**config.mk**
```make
export PLATFORM = sky130hd
export DESIGN_NAME = clk_gen_multi
export DESIGN_NICKNAME = d
export VERILOG_FILES = /design/src/rtl/clk_gen_multi.sv
export SDC_FILE = /design/constraint.sdc
export NUM_CORES = 1
export LEC_CHECK = 0
export BUFFER_PORTS_ARGS = -buffer_cell sky130_fd_sc_hd__buf_2
export CORE_ASPECT_RATIO = 0.75
export CORE_MARGIN = 2
export CORE_UTILIZATION = 45
export DETAILED_ROUTE_END_ITERATION = 7
export PLACE_DENSITY_LB_ADDON = 0.05
export SLEW_MARGIN = 15
export SYNTH_ARGS = -nofsm -noshare
export SYNTH_HDL_FRONTEND = slang
export SYNTH_SLANG_ARGS = --single-unit
```
**constraint.sdc**
```tcl
create_clock -name clk_i -period 2.7 [get_ports clk_i]
set_input_delay 0 -clock clk_i [delete_from_list [all_inputs] [get_ports clk_i]]
set_output_delay 0 -clock clk_i [all_outputs]
set_load 0.005 [all_outputs]
```
**src/rtl/clk_gen_multi.sv**
```systemverilog
// clk_gen_multi: N_CH independent phase-accumulator clock dividers with
// glitch-free per-channel halt, period-boundary frequency updates, wrap
// ticks and a global phase-align sync.
// Ports:
//   clk_i       system clock, all logic on rising edge
//   rst_i       synchronous active-high reset
//   freq_sel_i  per-channel select, channel k at [k*SEL_WIDTH +: SEL_WIDTH]
//   halt_i      per-channel halt request (level)
//   sync_i      one-cycle strobe, zeroes every accumulator
//   clk_o       generated clocks (accumulator MSB)
//   tick_o      one-cycle pulse on accumulator wrap
//   halted_o    channel frozen
module clk_gen_multi #(
    parameter int N_CH      = 4,
    parameter int SEL_WIDTH = 8,
    parameter int ACC_WIDTH = SEL_WIDTH + 1
) (
    input  logic                      clk_i,
    input  logic                      rst_i,
    input  logic [N_CH*SEL_WIDTH-1:0] freq_sel_i,
    input  logic [N_CH-1:0]           halt_i,
    input  logic                      sync_i,
    output logic [N_CH-1:0]           clk_o,
    output logic [N_CH-1:0]           tick_o,
    output logic [N_CH-1:0]           halted_o
);

    typedef enum logic [1:0] {
        RUN   = 2'd0,
        DRAIN = 2'd1,
        HALT  = 2'd2
    } state_t;

    // An increment above half the accumulator range could leave the MSB
    // set right after a wrap, which would break the glitch-free halt.
    if (ACC_WIDTH < SEL_WIDTH + 1) begin : g_bad_width
        $error("clk_gen_multi: ACC_WIDTH must be >= SEL_WIDTH+1");
    end

    for (genvar k = 0; k < N_CH; k++) begin : g_ch
        logic [ACC_WIDTH-1:0] acc;
        logic [ACC_WIDTH-1:0] acc_nxt;
        logic [SEL_WIDTH:0]   inc;
        logic [SEL_WIDTH:0]   inc_nxt;
        logic [SEL_WIDTH:0]   inc_new;
        logic [ACC_WIDTH:0]   sum;
        state_t               st;
        state_t               st_nxt;
        logic                 tick;
        logic                 tick_nxt;
        logic                 wrap;
        logic                 msb;

        assign inc_new = {1'b0, freq_sel_i[k*SEL_WIDTH +: SEL_WIDTH]}
                       + (SEL_WIDTH+1)'(1);
        assign sum     = {1'b0, acc} + (ACC_WIDTH+1)'(inc);
        assign wrap    = sum[ACC_WIDTH];
        assign msb     = acc[ACC_WIDTH-1];

        always_comb begin
            acc_nxt  = acc;
            inc_nxt  = inc;
            st_nxt   = st;
            tick_nxt = 1'b0;
            if (sync_i) begin
                acc_nxt = '0;
                inc_nxt = inc_new;
                st_nxt  = halt_i[k] ? HALT : RUN;
            end else begin
                unique case (st)
                    HALT: begin
                        // keep the shadow tracking sel while frozen
                        inc_nxt = inc_new;
                        if (!halt_i[k]) st_nxt = RUN;
                    end
                    RUN, DRAIN: begin
                        if (st == RUN && halt_i[k] && !msb) begin
                            // low phase: freeze immediately
                            st_nxt = HALT;
                        end else begin
                            acc_nxt  = sum[ACC_WIDTH-1:0];
                            tick_nxt = wrap;
                            if (wrap) inc_nxt = inc_new;
                            // high phase: finish it, stop on the wrap
                            if (halt_i[k]) st_nxt = wrap ? HALT : DRAIN;
                            else           st_nxt = RUN;
                        end
                    end
                    default: st_nxt = RUN;
                endcase
            end
        end

        always_ff @(posedge clk_i) begin
            if (rst_i) begin
                acc  <= '0;
                inc  <= inc_new;
                st   <= RUN;
                tick <= 1'b0;
            end else begin
                acc  <= acc_nxt;
                inc  <= inc_nxt;
                st   <= st_nxt;
                tick <= tick_nxt;
            end
        end

        assign clk_o[k]    = msb;
        assign tick_o[k]   = tick;
        assign halted_o[k] = (st == HALT);
    end

endmodule
```
* Yosys cells after proc, flatten, opt, wreduce, memory -nomap -nowiden *
Index checks and enable logic that the tools add are counted.
Widths: inputs -> output; s select.

storage, ports and cells
  word-level logic and storage cells = 137
  register bits after elaboration = 84
  output and inout bits = 12
  input bits = 39

cells by class
  add/subtract/negate cells = 8
  eq/ne operators = 20
  reductions and logical operators = 37
  bitwise operators = 8
  mux-type cells = 48

operators by type and width
  kind                 number
  $mux 9               16
  $pmux 9 s2           4
  $mux 2               24
  $add 9x9->10         4
  $add 8x1->9 const B  4
  $ne 4x4->1 const B   8
  $pmux 2 s2           4
  $reduce_bool 4->1    4
  $reduce_or 4->1      4
  $ne 3x3->1 const B   4
  $reduce_and 3->1     4
  $reduce_or 2->1      5
  $eq 2x1->1 const B   4
  $eq 2x2->1 const B   4
  $logic_and 1x1->1    8
  $logic_not 2->1      4
  $not 1->1            8
  $reduce_and 2->1     4
  $logic_not 1->1      4

* Logic depth before layout (Yosys ltp) *
  word-level depth = 7
  depth in mapped cells = 7

* Worst setup path before layout *
Ideal clock, no wire load.

  path kind = register to register
  start point = reg g_ch[1].inc[1]
  end point = reg g_ch[1].inc[0] (enable)
  period minus slack after synthesis = 2.308 ns
  stages on the path, launching flop included = 7
  arrival = 1.921 ns
  path slack = 0.392 ns
  cell sequence = edfxtp_1 > ha_1 > a211oi_1 > o21a_1 > nor2_1 > a21oi_1 > o21ai_0

on the way
  cells in the longest elaborated chain, start to end = 3

RTL lines
  element                     RTL line  text
  from (decl)                 43        logic [SEL_WIDTH:0] inc;
  from (signal assigned)      97        inc <= inc_new;
  from (signal assigned)      102       inc <= inc_nxt;
  $add 9x9->10                56        assign sum = {1'b0, acc} + (ACC_WIDTH+1)'(inc);
  $ne 4x4->1 (no line)        n/a
  $reduce_and 3->1 (no line)  n/a

No other way between the ends.
A chain may end at the register's enable or synchronous reset.

* Worst setup path after layout *
  start point = reg g_ch[3].inc[6]
  end point = reg g_ch[3].st[1]

on the way
  cells in the longest elaborated chain, start to end = 6

RTL lines
  element                 RTL line  text
  from (decl)             43
  from (signal assigned)  97
  from (signal assigned)  102
  $add 9x9->10            56
  $mux 2 (2 in a row)     85        if (halt_i[k]) st_nxt = wrap ? HALT : DRAIN;
  $mux 2                  77        if (st == RUN && halt_i[k] && !msb) begin
  $pmux 2 s2              70        unique case (st)
  $mux 2                  65        if (sync_i) begin
  to (signal assigned)    103       st <= st_nxt;
  to (decl)               47        state_t st;

No other way between the ends.

==> parameters.txt <==
Parameter                              Value

Run status
  Run status    finished, final reports clean

Hold path
  HP Start    freq_sel_i[30]
  Path class of the lowest-slack min-delay path    in2reg

Yosys
  Proportion of register bits with asynchronous set or reset after synthesis    0%
  Seq/Total Area, Yosys    41.6%
  Ys flop type    dfxtp_1
  Cell Area, Synth    4910 um2
  Mean area per synthesized cell    just over 9 um2
  #FFs+latches synth    84
  Post-synthesis cell type count    43
  Number of synthesized flops with an enable pin    36
  Syn. warnings    0
  Post-Synthesis Cells    between 500 and 600
  Post-Syn Nets    slightly above 600

Pwr
  Leakage power    2.53 nW
  Share of power burned in registers    44.0%
  Net switching power of the design    0.860 mW
  Power Dens Cells    561 nW/um2
  Switching part of the total    26.0%
  Combinational Power Share    about 16%
  Internal power    2.45 mW
  Worst ir drop on vdd    369 uV
  Share of total power in the clock network    40.2%

Timing
  Final clock skew    0.00446 ns
  Slew at the pin closest to its max-slew limit    just over 0.8 ns
  Setup Total Neg Slack    0 ns
  Final max-slew violation count    0
  Final Cycle Share    about 91%
  Slew headroom    a little under half
  Finish-stage setup viols    0
  RSZ-0062 raised after global routing    no
  Achievable Freq    406 MHz
  Final critical delay including setup and external delays    ~2.5 ns
  Final hold viol count    0

Clock network
  Clock transition at the register clock pins on the worst setup and hold paths after CTS    0.06 ns
  # H-tree levels    3
  Longest Clk Path Bufs    2
  TritonCTS clock tree    built
  Number of sinks handled by clock tree synthesis    84
  Insertion delay of the later-clocked pin in the worst-skew pair    0.34 ns
  Gates resized, CTS repair    0
  Clock tree root driver cell    clkbuf_16
  Post-CTS repair timing setup buffer count    0
  Number of clock buffers inserted by TritonCTS    9

Placement
  Buffers added on ports    50
  Estimated wirelength of the detail-placed design    7.73 mm
  Final estimated routing congestion in global placement    0.863

Layout
  Nets@finish    698
  Area used by multi-input combinational logic    2680 um2
  Final Util    56.4%
  Area of all sequential standard cells    just over 2000 um2
  Most frequent cells in the layout    nand2_1, nor2_1, buf_2
  Count of inserted antenna diode cells    0
  Most common library cell in the layout ignoring fill and taps    nand2_1
  Number of filler cells placed in the layout    944
  Proportion of layout cells with a drive suffix above 1    12.6%
  Area added between synthesis and finish    20.0%

Routing
  Post-detailed-route DRC marker count    0
  Routed wire length on met2    4.84 mm
  Routed wire per std cell    14.4 um
  First-pass iteration count of the detailed router    4
  Metal-1 WL    between 5 and 6 mm
  Uppermost metal layer occupied by signal nets    met4
  Drt total wl    10.9 mm
  Vias per cell    5.51
  Post-route antenna net violation count    0
  Met3 routed WL    between 300 and 400 um
  Via count    4163
  Initial DRC count    274

GRT
  Largest net degree at the start of global routing    28
  Grt total ovfl    0
  Global Route Usage Sum    19.4%
  First-pass GRT wire length    18.5 mm
  Number of antenna violations at the first check in global routing    0
  Via count of the first global-routing pass    3960

Floorplan
  Area of the die    11800 um2
  I/O pin count    51
  Initial standard-cell utilization of the core    47.0%
  Die Width    about 120 um
  Die H    94.4 um
  Std-Cell Core Area    10500 um2
  Placement row count    32

Setup path
  Critical Path Source Type    register
  Worst setup startpoint    g_ch[3].inc[6]
  Required time of the critical path    2.98 ns
  Startpoint-to-endpoint class of the critical path    reg2reg
  Worst-path maximum fanout    8
  Arrival time of data at the critical path endpoint    roughly 2.8 ns
  Endpoint kind of the worst setup timing path    register
  Source of the worst register-to-register timing path    g_ch[3].inc[6]

Job
  Number of max-cap violations    0
## stage by stage
stage / instance area (um2) / hold WS [ns] / instances / worst slack, ns / total power [mW]
2_1_floorplan: 4910 / 0.0689 / 535 / 0.392 / 1.81
3_3_place_gp: 5260 / 0.269 / 709 / 0.0584 / 1.95
3_5_place_dp: 5260 / 0.270 / 709 / 0.0274 / 1.96
5_1_grt: 5890 / 0.0161 / 756 / 0.130 / 3.46
4_1_cts: 5890 / 0.00296 / 756 / 0.0177 / 3.33
6_report: 5890 / 0.0125 / 756 / 0.236 / 3.31
## kinds of logic after synthesis
| logic type | Yosys count | synth area share [%] |
|---|---|---|
| xor gates and xnor gates | 31 | 5.53 |
| AOI/OAI and AO/OA | 119 | 15.4 |
| muxes | 2 | 0.408 |
| buffers and inverters | 36 | 3.85 |
| DFF | 84 | 41.6 |
| and+or+nand+nor | 219 | 21.4 |
| adders and majority gates | 44 | 11.8 |
## power groups by stage
stage / logic (mW) / clock network, mW / registers (mW)
2_1_floorplan: 0.346 / 0 / 1.47
3_3_place_gp: 0.475 / 0 / 1.48
3_5_place_dp: 0.482 / 0 / 1.48
4_1_cts: 0.520 / 1.36 / 1.45
5_1_grt: 0.593 / 1.41 / 1.46
6_report: 0.524 / 1.33 / 1.45
## worst max-delay path, stage by stage, from the launching register on
cell	delay [ns]
edfxtp_1	0.39
ha_1	0.42
nand2_1	0.10
nor2_1	0.13
a21oi_1	0.09
buf_4	0.14
o211a_1	0.22
a2111oi_2	0.32
dlygate4sd3_1	0.59
## worst paths after layout
check,end,slack [ns],depth (start not counted)
setup reg to reg,g_ch[3].st[1],0.24,8
hold reg to reg,g_ch[0].acc[5],0.46,2
hold / removal,g_ch[3].inc[6],0.01,2
setup / recovery,g_ch[3].st[1],0.24,8
## synthesized netlist by cell type, types with 4 or more instances
| cell type | n | area [um2] |
|---|---|---|
| a21oi_1 | 48 | 240 |
| nand4_1 | 11 | 68.8 |
| xnor2_1 | 21 | 184 |
| nor4_1 | 7 | 43.8 |
| xor2_1 | 10 | 87.6 |
| nor3_1 | 9 | 45.0 |
| ha_1 | 40 | 500 |
| and3_1 | 6 | 37.5 |
| clkbuf_1 | 4 | 15.0 |
| buf_2 | 4 | 20.0 |
| and4_1 | 8 | 70.1 |
| nand3_1 | 41 | 205 |
| dfxtp_1 | 48 | 961 |
| or4_1 | 6 | 45.0 |
| o21a_1 | 4 | 30.0 |
| buf_4 | 9 | 67.6 |
| nand2_1 | 64 | 240 |
| nor2_1 | 53 | 199 |
| a211oi_1 | 14 | 105 |
| o21ai_0 | 22 | 110 |
| or3_1 | 8 | 50.1 |
| fa_1 | 4 | 80.1 |
| o211ai_1 | 4 | 30.0 |
| a21o_1 | 8 | 60.1 |
| inv_1 | 16 | 60.1 |
| edfxtp_1 | 36 | 1080 |
## layer usage
| metal | GRT usage [%] | vias up |
|---|---|---|
| li1 | - | 2131 |
| met5 | 0 | - |
| met1 | 26.3 | 1945 |
| met3 | 4.25 | 13 |
| met2 | 31.8 | 74 |
| met4 | 4.78 | 0 |
## layout make-up
type | count | area share (%)
inverters | 16 | 1.02
multi-input cells | 415 | 45.5
repair buffers | 89 | 10.5
well taps | 136 | 2.89
clock inverters | 6 | 1.51
flip-flops and latches | 84 | 34.7
clock buffers | 10 | 3.89
## sequential cells by signal, summed over array words and instances, names as in the netlist
register,cells
g_ch.acc,36
g_ch.inc,36
g_ch.st,8
g_ch.tick,4
## timing repair
item | in CTS | in global routing
hold endpoints to repair | 33 | 0
hold buffers | 31 | 0
setup endpoints to repair | 0 | 0
(Power assumes the default switching activity.)
